===== config.mk =====
export PLATFORM = sky130hd
export DESIGN_NAME = kernel_result_writer
export DESIGN_NICKNAME = d
export VERILOG_FILES = /design/src/rtl/kernel_result_writer.sv
export SDC_FILE = /design/constraint.sdc
export NUM_CORES = 1
export LEC_CHECK = 0
export ABC_AREA = 1
export CORE_MARGIN = 3
export CORE_UTILIZATION = 60
export CTS_BUF_LIST = sky130_fd_sc_hd__clkbuf_2 sky130_fd_sc_hd__clkbuf_4 sky130_fd_sc_hd__clkbuf_8
export CTS_CLUSTER_DIAMETER = 60
export DETAILED_ROUTE_END_ITERATION = 16
export PLACE_DENSITY = 0.87
export SLEW_MARGIN = 10
export SYNTH_ARGS = -nofsm -noshare
export SYNTH_HDL_FRONTEND = slang
export SYNTH_SLANG_ARGS = --single-unit

===== constraint.sdc =====
create_clock -name clk -period 2.7 [get_ports clk]
set_input_delay 0.405 -clock clk [delete_from_list [all_inputs] [get_ports clk]]
set_output_delay 0.405 -clock clk [all_outputs]
set_load 0.01 [all_outputs]

===== src/rtl/kernel_result_writer.sv =====
// Clamps 3x3 kernel results to pixels (with emboss bias), buffers them in a small show-ahead FIFO
// and writes them in raster order to the output frame RAM, flagging frame completion and overflow.
module kernel_result_writer #(
  parameter int unsigned IMG_W       = 256,
  parameter int unsigned IMG_H       = 256,
  parameter int unsigned ADDR_W      = 16,
  parameter int unsigned DATA_W      = 17,
  parameter int unsigned PIX_W       = 8,
  parameter int unsigned FIFO_DEPTH  = 4,
  parameter int unsigned EMBOSS_BIAS = 128
) (
  input  logic                          clk,
  input  logic                          n_rst,
  input  logic [1:0]                    mode,
  input  logic                          result,
  input  logic [DATA_W-1:0]             output_result,
  input  logic                          frame_start,
  input  logic                          wr_ready,
  output logic                          wr_en,
  output logic [ADDR_W-1:0]             wr_addr,
  output logic [PIX_W-1:0]              wr_data,
  output logic                          frame_done,
  output logic                          overflow,
  output logic [$clog2(FIFO_DEPTH):0]   fifo_count
);

  localparam int unsigned PtrW = $clog2(FIFO_DEPTH);
  localparam int unsigned CntW = PtrW + 1;
  localparam int unsigned VW   = DATA_W + 1;

  localparam logic signed [VW-1:0] Bias     = VW'(EMBOSS_BIAS);
  localparam logic signed [VW-1:0] PixMax   = VW'((2 ** PIX_W) - 1);
  localparam logic [CntW-1:0]      Depth    = CntW'(FIFO_DEPTH);
  localparam logic [ADDR_W-1:0]    LastAddr = ADDR_W'(IMG_W * IMG_H - 1);

  logic                 s1_valid_q;
  logic [PIX_W-1:0]     s1_pix_q;
  logic [PtrW-1:0]      rd_ptr_q, wr_ptr_q;
  logic [CntW-1:0]      count_q, count_d;
  logic [ADDR_W-1:0]    addr_q;
  logic                 frame_done_q;
  logic                 overflow_q;
  logic [PIX_W-1:0]     mem [FIFO_DEPTH];

  logic signed [VW-1:0] v;
  logic [PIX_W-1:0]     pix_c;
  logic                 push, pop, drop;

  // One extra bit of headroom so the bias can never wrap a large positive result.
  always_comb begin
    v = $signed({output_result[DATA_W-1], output_result});
    if (mode == 2'b11) begin
      v = v + Bias;
    end
    if (v[VW-1]) begin
      pix_c = '0;
    end else if (v > PixMax) begin
      pix_c = '1;
    end else begin
      pix_c = v[PIX_W-1:0];
    end
  end

  // frame_start overrides any push or pop in the same cycle.
  always_comb begin
    pop  = (count_q != '0) && wr_ready && !frame_start;
    push = s1_valid_q && ((count_q < Depth) || pop) && !frame_start;
    drop = s1_valid_q && !push && !frame_start;
    unique case ({push, pop})
      2'b10:   count_d = count_q + 1'b1;
      2'b01:   count_d = count_q - 1'b1;
      default: count_d = count_q;
    endcase
  end

  always_ff @(posedge clk) begin
    if (push) begin
      mem[wr_ptr_q] <= s1_pix_q;
    end
  end

  always_ff @(posedge clk or negedge n_rst) begin
    if (!n_rst) begin
      s1_valid_q   <= 1'b0;
      s1_pix_q     <= '0;
      rd_ptr_q     <= '0;
      wr_ptr_q     <= '0;
      count_q      <= '0;
      addr_q       <= '0;
      frame_done_q <= 1'b0;
      overflow_q   <= 1'b0;
    end else if (frame_start) begin
      s1_valid_q   <= 1'b0;
      rd_ptr_q     <= '0;
      wr_ptr_q     <= '0;
      count_q      <= '0;
      addr_q       <= '0;
      frame_done_q <= 1'b0;
      overflow_q   <= 1'b0;
    end else begin
      s1_valid_q <= result;
      if (result) begin
        s1_pix_q <= pix_c;
      end
      if (push) begin
        wr_ptr_q <= wr_ptr_q + 1'b1;
      end
      if (pop) begin
        rd_ptr_q <= rd_ptr_q + 1'b1;
        addr_q   <= (addr_q == LastAddr) ? '0 : addr_q + 1'b1;
      end
      count_q      <= count_d;
      frame_done_q <= pop && (addr_q == LastAddr);
      if (drop) begin
        overflow_q <= 1'b1;
      end
    end
  end

  // Show-ahead head; gated so an empty FIFO presents zero rather than stale storage.
  assign wr_en      = (count_q != '0);
  assign wr_data    = wr_en ? mem[rd_ptr_q] : '0;
  assign wr_addr    = addr_q;
  assign frame_done = frame_done_q;
  assign overflow   = overflow_q;
  assign fifo_count = count_q;

endmodule


==> results of run 1 <==
[layout make-up]
type                       count  share of cell area (%)
multi-input combinational    270                   34.25
tap                           72                   2.050
sequential                    66                   41.29
clock inverter                 6                   2.392
timing repair buffer          56                   12.59
clock buffer                  10                   2.990
inverter                      51                   4.442
[worst max path at each step]
stage                             start          to  slack, ns  cells past startpoint
after global routing        rd_ptr_q[0]  wr_data[7]       0.05                      4
after CTS                   rd_ptr_q[0]  wr_data[4]       0.04                      4
after detailed placement    frame_start   mem[0][5]       0.20                      6
after floorplan           fifo_count[2]   mem[0][0]       0.84                      8
final                       rd_ptr_q[0]  wr_data[4]       0.21                      4
after global placement      frame_start   mem[0][5]       0.33                      6
[worst reg2reg max path, delay by kind of cell, from the launching register on]
kind,cells,cell delay [ns]
AND/OR/NAND/NOR,5,1.01
flip-flops,1,0.42
buffers and inverters,2,0.19
AO/OA/AOI/OAI,1,0.13
[layout by cell type (no fill, tap or decap), types with 4 or more instances in the layout]
| master | synthesis | layout |
|---|---|---|
| nand4_1 | 4 | 4 |
| nor2_4 | 4 | 4 |
| edfxtp_1 | 32 | 32 |
| dfrtp_1 | 34 | 32 |
| o22ai_2 | 7 | 7 |
| xor2_1 | 9 | 9 |
| inv_1 | 47 | 46 |
| clkbuf_8 | 0 | 9 |
| o21ai_0 | 26 | 26 |
| a21oi_1 | 12 | 12 |
| ha_1 | 6 | 6 |
| nand3_1 | 31 | 31 |
| nor3_1 | 5 | 5 |
| nor2_1 | 57 | 57 |
| clkdlybuf4s50_1 | 0 | 53 |
| nand2_1 | 79 | 79 |
| nand2_2 | 4 | 4 |
[state kept, by name (all words and copies together), names as in the netlist]
name,flops
s1_valid_q,1
s1_pix_q,8
rd_ptr_q,2
wr_ptr_q,2
fifo_count,3
overflow,1
frame_done,1
wr_addr,16
mem,32
[timing repair]
item | CTS | global route
resized for setup | 0 | 3
buffers inserted | 0 | 0
setup endpoints to repair | 0 | 8
[kinds of logic after synthesis]
family / count (synthesis)
AO/OA/AOI/OAI: 53
XOR/XNOR: 11
adder cells (fa/ha/maj): 7
buffers and inverters: 57
flip-flops: 66
AND/OR/NAND/NOR: 199
[per-layer routing]
layer  GRT usage, %  wire length [microns]
met1          28.43                   3184
met2          40.52                   3862
met3          4.563                    387
met4          8.915                    127
met5              0                      0
[through the flow]
stage | util (%) | setup slack, ns
6_report | 78.36 | 0.2077
5_1_grt | 78.36 | 0.04523
3_5_place_dp | 74.03 | 0.1954
4_1_cts | 78.25 | 0.03638
2_1_floorplan | - | 0.8389
3_3_place_gp | 74.03 | 0.3312
[where the power goes]
group	switching (uW)	internal (uW)	total, uW
registers	76.4	1110	1190
logic	310	242	552
clock network	366	618	984
==> qor.csv, run 1 <==
metric;value;unit
status;complete, no violations;
DRC errors left;0;
pwr/cell area;620.5;nW/um^2
area leader, netlist;edfxtp_1;
router iterations before antenna repair;4;
routed vias;2889;
worst-margin pin slew;0.6756;ns
PortBufs;53;
setup TNS;0;ns
WP buf/inv;2;
critical path class;reg -> out;
normalized max-slew margin;54.80;%
Post-Synth Adder-Cell Area;2.674;%
Post-Synth Simple-Gate Area;27.06;%
Max Root-Sink Buffers;2;
worst r2r src;fifo_count[2];
root buffer cell;clkbuf_8;
Max FO, Critical Path;18;
YS warnings;0;
Mapped Area;3556;sq um
Worst Path Required;2.30;ns
final-report max-slew violation count;0;
first-pass GRT wire length;13.23;mm
dpl hpwl;5.391;mm
Worst Reg-to-Reg Cells;8;
overall power;2727;uW
finished layout cell area;4394;sq um
Reg2Reg Setup Slack;0.59;ns
number of hold buffers added after cts;0;
htree depth;3;
crit path launch type;flip-flop;
post-synthesis sequential area ratio;50.95;%
RSZ-0062 raised after global routing;no;
endpoints failing hold;0;
fin nets;485;
Tcrit/Tclk final;92.31;%
Worst path max stage delay;0.58;ns
number of synthesized register bits;66;
num rows;27;
total gr overflow;0;
synthesized area per cell;9.048;sq um
Hold Path Class;in -> async;
overall routing resource usage;23.25;%
Die Y;82.99;microns
share of cells above drive strength 1;11.98;%
Synth async-reset ratio;51.52;%
Max Cap Viol;0;
critical-path cell list;clkinvlp_4 > o21ai_0 > a21oi_1 > clkdlybuf4s50_1;
clk slew on worst S/H paths;0.07;ns
top cell type's share of synthesized area;27.02;%
Worst VDD drop;0.3525;mV
crit path DAT;2.09;ns
Cells after DPL;515;
Mapped Nets;424;
# fillers;399;
Register Area;1814;sq um
Post-synth EDFFs;32;
CTS sink count;66;
post-DR vias/cell;5.441;
fin crit period;2.492;ns
clk_skew;0.007576;ns
average wire per standard cell;14.24;microns
Synth Flop Type;dfrtp_1;
r2r endpoint;mem[0][5];
Diodes inserted;0;
Crit. End Element;output pin;
post-synthesis mux area share;0;%
largest net degree at the start of global routing;35;
maximum clock rate;0.4012;GHz
Placement Cell Area;4151;sq um
Multi-input gate area;1505;sq um
leading cell type by number of instances after synthesis;nand2_1;
worst hold slack;0.4818;ns
final setup vio count;0;
CTS tree;done;
Die Wd;82.99;microns
largest family of logic cells by synthesized area;simple AND/OR/NAND/NOR gates;
DRT iter0 DRCs;179;
Distinct cells, synth;38;
Top delay family on crit path;buffers and inverters;
top cells by count, synth;nand2_1 (79), nor2_1 (57), inv_1 (47);
slowest stage cell on the critical path;dfrtp_2;
clock buffer count from CTS;9;
Skew-Pair Late Insertion Delay;0.33;ns
routability congestion estimate;0.8599;
initial antenna violation count;0;
compound-gate portion of the synthesized area;9.887;%
Mapped Cells;393;
DRT antenna net count;0;
area delta synth->final;23.57;%
xor/xnor share of the synthesized area;2.709;%
leakage;0.001860;uW
core area;5608;sq um
ranking of synthesized cells by area;edfxtp_1 (27%), dfrtp_1 (24%), nand2_1 (8.3%);
num ports;54;
Starting Density;63.41;%
vias in the first global route;2873;
Non-Filler Instances;531;
drt total wl;7.562;mm
DIE AREA;6887;sq um
(Power assumes the default switching activity.)
==> run 2, diff against run 1 <==
--- a/config.mk
+++ b/config.mk
@@ -7,11 +7,11 @@
 export LEC_CHECK = 0
 export ABC_AREA = 1
 export CORE_MARGIN = 3
-export CORE_UTILIZATION = 60
-export CTS_BUF_LIST = sky130_fd_sc_hd__clkbuf_2 sky130_fd_sc_hd__clkbuf_4 sky130_fd_sc_hd__clkbuf_8
+export CORE_UTILIZATION = 51
+export CTS_BUF_LIST = sky130_fd_sc_hd__clkbuf_4
 export CTS_CLUSTER_DIAMETER = 60
 export DETAILED_ROUTE_END_ITERATION = 16
-export PLACE_DENSITY = 0.87
+export PLACE_DENSITY = 0.79
 export SLEW_MARGIN = 10
 export SYNTH_ARGS = -nofsm -noshare
 export SYNTH_HDL_FRONTEND = slang
==> constraint.sdc (replaced) <==
create_clock -name clk -period 2.2 [get_ports clk]
set_input_delay 0.33 -clock clk [delete_from_list [all_inputs] [get_ports clk]]
set_output_delay 0.33 -clock clk [all_outputs]
set_load 0.01 [all_outputs]
==> run 2 against run 1 <==
Combinational power is 39% higher. Worst hold slack worse by 0.14 ns. Critical path depth grew 2. Sequential cell count is the same.
==> qor.csv, run 2 (same netlist as run 1, synthesis figures left out) <==
metric;value;unit;change
Largest register FFs;32;;unchanged
dpl hpwl;5.382;mm;was 5.391 mm
r2r endpoint;wr_addr[0];;was mem[0][5]
worst r2r src;wr_addr[0];;was fifo_count[2]
status;complete, no violations;;unchanged
final setup vio count;0;;unchanged
share of cells above drive strength 1;15.19;%;was 11.98%
pwr/cell area;651.9;nW/um^2;was 620.5 nW/um^2
Logic pwr share;26.7;%;was 20.2%
setup TNS;0;ns;unchanged
P_int;1932;uW;was 1974 uW
commonest non-fill, non-tap cell in the layout;nand2_1;;unchanged
num ports;54;;unchanged
maximum clock rate;0.4780;GHz;
CTS tree;done;;unchanged
commonest non-fill, non-tap cells in the layout;nand2_1 (79), nor2_1 (57), inv_1 (45), clkdlybuf4s50_1 (45), dfrtp_1 (33);;was nand2_1 (79), nor2_1 (57), clkdlybuf4s50_1 (53)
leakage;0.001910;uW;was 0.001860 uW
worst hold slack;0.3373;ns;was 0.4818 ns
first-pass GRT wire length;12.27;mm;was 13.23 mm
Tcrit/Tclk final;95.10;%;
Starting Density;54.14;%;was 63.41%
area delta synth->final;24.03;%;was 23.57%
Clock power frac;23.9;%;was 36.1%
vias in the first global route;2854;;was 2,873
endpoints failing hold;0;;unchanged
CTS sink count;66;;unchanged
Sw Ratio;32.82;%;was 27.59%
critical path launch point;fifo_count[2];;was rd_ptr_q[0]
finished layout cell area;4410;sq um;was 4394 sq um
Reg2Reg Setup Slack;0.38;ns;was 0.59 ns
normalized max-slew margin;70.54;%;was 54.80%
Max Root-Sink Buffers;2;;unchanged
root buffer cell;clkbuf_4;;was clkbuf_8
Worst Reg-to-Reg Cells;8;;unchanged
DIE AREA;8010;sq um;was 6887 sq um
clock buffer count from CTS;9;;unchanged
fin crit period;2.092;ns;
overall routing resource usage;19.61;%;was 23.25%
critical-path cell list;inv_1 > nand2_2 > clkinvlp_4 > buf_4 > a21oi_1 > dlygate4sd2_1;;was clkinvlp_4 > o21ai_0 > a21oi_1 > clkdlybuf4s50_1
Biggest register;mem;;unchanged
Non-Filler Instances;567;;was 531
Worst VDD drop;0.3038;mV;was 0.3525 mV
core area;6568;sq um;was 5608 sq um
RSZ-0062 raised after global routing;no;;unchanged
routability congestion estimate;0.8888;;was 0.8599
largest net degree at the start of global routing;35;;unchanged
htree depth;3;;unchanged
post-DR vias/cell;5.025;;was 5.441
average wire per standard cell;12.74;microns;was 14.24 microns
crit path DAT;1.76;ns;was 2.09 ns
initial antenna violation count;0;;unchanged
PortBufs;53;;unchanged
worst-margin pin slew;0.4419;ns;was 0.6756 ns
DRT iter0 DRCs;149;;was 179
global routing usage on met3;3.963;%;was 4.563%
Skew-Pair Late Insertion Delay;0.38;ns;was 0.33 ns
Max FO, Critical Path;6;;was 18
DRC errors left;0;;unchanged
crit path launch type;flip-flop;;unchanged
Net Switching;943.6;uW;was 752.2 uW
met1 Track Usage GR;26.09;%;was 28.43%
number of hold buffers added after cts;0;;unchanged
Die Y;89.50;microns;was 82.99 microns
clk_skew;0.01646;ns;was 0.007576 ns
Max Cap Viol;0;;unchanged
Worst Path Required;1.87;ns;was 2.30 ns
Cells after DPL;544;;was 515
Reg power frac;49.3;%;was 43.7%
Placement Cell Area;4238;sq um;was 4151 sq um
slowest stage cell on the critical path;dfrtp_1;;was dfrtp_2
final-report max-slew violation count;0;;unchanged
met2 Use GR;32.15;%;was 40.52%
Worst path max stage delay;0.37;ns;was 0.58 ns
routed vias;2849;;was 2,889
total gr overflow;0;;unchanged
critical path class;reg -> out;;unchanged
critical path endpoint;wr_data[5];;was wr_data[4]
gr busiest metal;met2;;unchanged
Crit. End Element;output pin;;unchanged
overall power;2875;uW;was 2727 uW
num rows;29;;was 27
clk slew on worst S/H paths;0.11;ns;was 0.07 ns
DRT antenna net count;0;;unchanged
Hold Path Class;in -> async;;unchanged
Diodes inserted;0;;unchanged
router iterations before antenna repair;4;;unchanged
# fillers;540;;was 399
drt total wl;7.221;mm;was 7.562 mm
Die Wd;89.50;microns;was 82.99 microns
fin nets;500;;was 485
==> run 2: cell types whose count changed in the layout (fill, tap and decap cells not counted), sizes merged <==
| cell | change |
|---|---|
| buf | +15 |
| bufinv | -3 |
| clkbuf | -1 |
| clkdlybuf4s50 | -8 |
| clkinvlp | +2 |
| dlygate4sd2 | +8 |
| inv | +2 |
==> run 2: worst min-delay path by stage <==
stage	startpoint	endpoint	slack, ns
6_report	n_rst	fifo_count[1]	0.34
3_3_place_gp	s1_pix_q[3]	mem[2][3]	0.50
2_1_floorplan	n_rst	fifo_count[0]	0.03
4_1_cts	n_rst	fifo_count[1]	0.33
5_1_grt	n_rst	fifo_count[1]	0.36
3_5_place_dp	overflow	overflow	0.51
==> run 2: repair_timing <==
action                     CTS  global route
setup buffers                7             0
setup endpoints to repair    8             0
resized for setup           12             0
==> run 2: metal layers <==
metal  vias to the layer above  part of all wire [%]
met5                         -                     0
met4                         0                  0.94
met3                         8                   3.8
met2                        72                    49
met1                      1321                    46
li1                       1448                     -
==> run 2: layout make-up <==
cell class	count	area (sq um)	area share (%)
flip-flops and latches	66	1813	41.11
inverters	51	195.2	4.426
multi-input cells	270	1505	34.13
clock buffers	9	67.56	1.532
repair buffers	71	659.4	14.95
clock inverters	7	53.80	1.220
well taps	93	116.4	2.638
==> run 2: power groups by stage <==
stage	combinational, uW	clock, uW	sequential (uW)
after floorplan	404	0	1440
after global placement	714	0	1450
after detailed placement	730	0	1450
after CTS	771	706	1420
after global routing	853	764	1430
final	769	688	1420
==> run 2: through the flow <==
step | utilization (%) | setup WS, ns
2_1_floorplan | - | 0.3389
3_3_place_gp | 64.53 | 0.1613
3_5_place_dp | 64.53 | 0.09769
4_1_cts | 67.16 | 0.08509
5_1_grt | 67.16 | 0.01682
6_report | 67.16 | 0.1078
==> run 2: worst max-delay path, delay by kind of cell, from the launching register on <==
family,cells,cell delay (ns)
buf+inv,4,0.73
flops,1,0.37
compound gates,1,0.14
simple gates,1,0.14
==> run 3, diff against run 2 <==
--- a/config.mk
+++ b/config.mk
@@ -6,12 +6,13 @@
 export NUM_CORES = 1
 export LEC_CHECK = 0
 export ABC_AREA = 1
+export ABC_CLOCK_PERIOD_IN_PS = 2200
 export CORE_MARGIN = 3
-export CORE_UTILIZATION = 51
+export CORE_UTILIZATION = 42
 export CTS_BUF_LIST = sky130_fd_sc_hd__clkbuf_4
 export CTS_CLUSTER_DIAMETER = 60
 export DETAILED_ROUTE_END_ITERATION = 16
-export PLACE_DENSITY = 0.79
+export PLACE_DENSITY = 0.72
 export SLEW_MARGIN = 10
 export SYNTH_ARGS = -nofsm -noshare
 export SYNTH_HDL_FRONTEND = slang
==> run 3 against run 2 <==
Worst hold slack got worse by 0.015 ns. Clock-buffer cell count rose by 2. Total power rose by 11%. Global-route usage fell by 2.9 points. Sequential cell count did not move. Combinational power fell by 3.5%. Clock power rose by 47%. Non-clock buffer count did not move. Fmax rose by 0.70%. Utilization fell by 11 points. Sequential power barely moved. First-iteration DRC count rose by 1.3%.
==> qor.csv, run 3 (same netlist as run 1, synthesis figures left out) <==
metric;value;unit;change
status;complete, no violations;;unchanged
commonest non-fill, non-tap cell in the layout;nand2_1;;unchanged
crit path DAT;1.75;ns;was 1.76 ns
num rows;32;;was 29
post-place setup slack;0.1029;ns;was 0.09769 ns
Diodes inserted;0;;unchanged
DIE AREA;9607;sq um;was 8010 sq um
Tcrit/Tclk final;94.44;%;was 95.10%
Worst VDD drop;0.2773;mV;was 0.3038 mV
area delta synth->final;26.32;%;was 24.03%
routability congestion estimate;0.8491;;was 0.8888
r2r endpoint;wr_addr[0];;unchanged
Sw Ratio;28.38;%;was 32.82%
Top delay family on crit path;buffers and inverters;;unchanged
PortBufs;53;;unchanged
Largest register FFs;32;;unchanged
leakage;0.001946;uW;was 0.001910 uW
Worst Reg-to-Reg Cells;8;;unchanged
Hold Path Class;in -> async;;unchanged
Crit. End Element;output pin;;unchanged
clk_skew;0.01406;ns;was 0.01646 ns
Biggest register;mem;;unchanged
WP buf/inv;3;;was 4
Logic pwr share;23.3;%;was 26.7%
fin nets;500;;unchanged
Die Y;98.02;microns;was 89.50 microns
num ports;54;;unchanged
critical path class;reg -> out;;unchanged
RSZ-0062 raised after global routing;no;;unchanged
root buffer cell;clkbuf_4;;unchanged
Non-Filler Instances;576;;was 567
post-route setup slack;0.1223;ns;was 0.1078 ns
share of cells above drive strength 1;15.82;%;was 15.19%
clock buffer count from CTS;9;;unchanged
final setup vio count;0;;unchanged
clk slew on worst S/H paths;0.10;ns;was 0.11 ns
CTS tree;done;;unchanged
final-report max-slew violation count;0;;unchanged
commonest non-fill, non-tap cells in the layout;nand2_1 (79), nor2_1 (55), inv_1 (46);;was nand2_1 (79), nor2_1 (57), inv_1 (45), clkdlybuf4s50_1 (45), dfrtp_1 (33)
P_int;2284;uW;was 1932 uW
DRT antenna net count;0;;unchanged
fin crit period;2.078;ns;was 2.092 ns
maximum clock rate;0.4813;GHz;was 0.4780 GHz
instance count on the critical path;7;;was 6
critical-path cell list;buf_4 > buf_6 > nor2_2 > nor2_1 > o21ai_0 > a21oi_1 > dlygate4sd2_1;;was inv_1 > nand2_2 > clkinvlp_4 > buf_4 > a21oi_1 > dlygate4sd2_1
router iterations before antenna repair;4;;unchanged
Placement Cell Area;4234;sq um;was 4238 sq um
initial antenna violation count;0;;unchanged
htree depth;3;;unchanged
average wire per standard cell;13.01;microns;was 12.74 microns
Reg power frac;45.0;%;was 49.3%
total gr overflow;0;;unchanged
slowest stage cell on the critical path;dfrtp_2;;was dfrtp_1
core area;7968;sq um;was 6568 sq um
post-DR vias/cell;5.003;;was 5.025
worst r2r src;wr_addr[0];;unchanged
overall routing resource usage;16.66;%;was 19.61%
number of hold buffers added after cts;0;;unchanged
routed vias;2882;;was 2,849
Worst Path Required;1.87;ns;about the same
Max Root-Sink Buffers;2;;unchanged
Starting Density;44.63;%;was 54.14%
Max FO, Critical Path;9;;was 6
finished layout cell area;4492;sq um;was 4410 sq um
Cells after DPL;551;;was 544
Net Switching;905.2;uW;was 943.6 uW
crit path launch type;flip-flop;;unchanged
Reg2Reg Setup Slack;0.41;ns;was 0.38 ns
drt total wl;7.491;mm;was 7.221 mm
dpl hpwl;5.425;mm;was 5.382 mm
Worst path max stage delay;0.44;ns;was 0.37 ns
Max Cap Viol;0;;unchanged
DRT iter0 DRCs;151;;was 149
CTS sink count;66;;unchanged
pwr/cell area;710.0;nW/um^2;was 651.9 nW/um^2
setup TNS;0;ns;unchanged
largest net degree at the start of global routing;35;;unchanged
Skew-Pair Late Insertion Delay;0.40;ns;was 0.38 ns
endpoints failing hold;0;;unchanged
Clock power frac;31.8;%;was 23.9%
normalized max-slew margin;71.13;%;was 70.54%
DRC errors left;0;;unchanged
first-pass GRT wire length;13.03;mm;was 12.27 mm
vias in the first global route;2813;;was 2,854
worst-margin pin slew;0.4330;ns;was 0.4419 ns
Die Wd;98.02;microns;was 89.50 microns
## run 3: how the worst max path moves through the flow
stage / start / to / slack, ns
floorplan: fifo_count[2] / mem[0][0] / 0.34
global placement: frame_start / mem[1][5] / 0.13
detailed placement: output_result[7] / s1_pix_q[2] / 0.10
CTS: rd_ptr_q[0] / wr_data[3] / 0.07
global route: rd_ptr_q[0] / wr_data[6] / 0.001
finish: rd_ptr_q[0] / wr_data[2] / 0.12
## run 3: repair_timing
action,4_1_cts,5_1_grt
resized for setup,15,5
endpoints found under the setup margin,8,4
buffers inserted,7,1
gates cloned,1,0
## run 3: power by group through the flow
stage / clock network (uW) / registers [uW] / logic [uW]
4_1_cts: 1030 / 1440 / 733
6_report: 1010 / 1430 / 742
5_1_grt: 1080 / 1450 / 829
3_3_place_gp: 0 / 1450 / 706
2_1_floorplan: 0 / 1440 / 404
3_5_place_dp: 0 / 1460 / 714
## run 3: through the flow
step	hold slack, ns	power (uW)	util (%)
finish	0.3226	3189	56.38
global route	0.3504	3359	56.38
CTS	0.3196	3204	56.27
detailed placement	0.5203	2173	53.14
global placement	0.5152	2160	53.14
floorplan	0.03441	1847	-
## run 3: area by class of cell
| type | count | area (sq um) |
|---|---|---|
| Multi-Input combinational cell | 270 | 1510 |
| Inverter | 51 | 195.2 |
| Clock inverter | 5 | 102.6 |
| Fill cell | 704 | 3476 |
| Tap cell | 102 | 127.6 |
| Timing Repair Buffer | 71 | 659.4 |
| Clock buffer | 11 | 82.58 |
| Sequential cell | 66 | 1814 |
## run 3: per-layer routing
layer / up-vias / track usage, % / share of wire [%]
li1: 1446 / - / -
met1: 1338 / 22.71 / 47
met2: 86 / 25.86 / 46
met3: 12 / 3.429 / 4.4
met4: 0 / 7.135 / 2.0
met5: - / 0 / 0
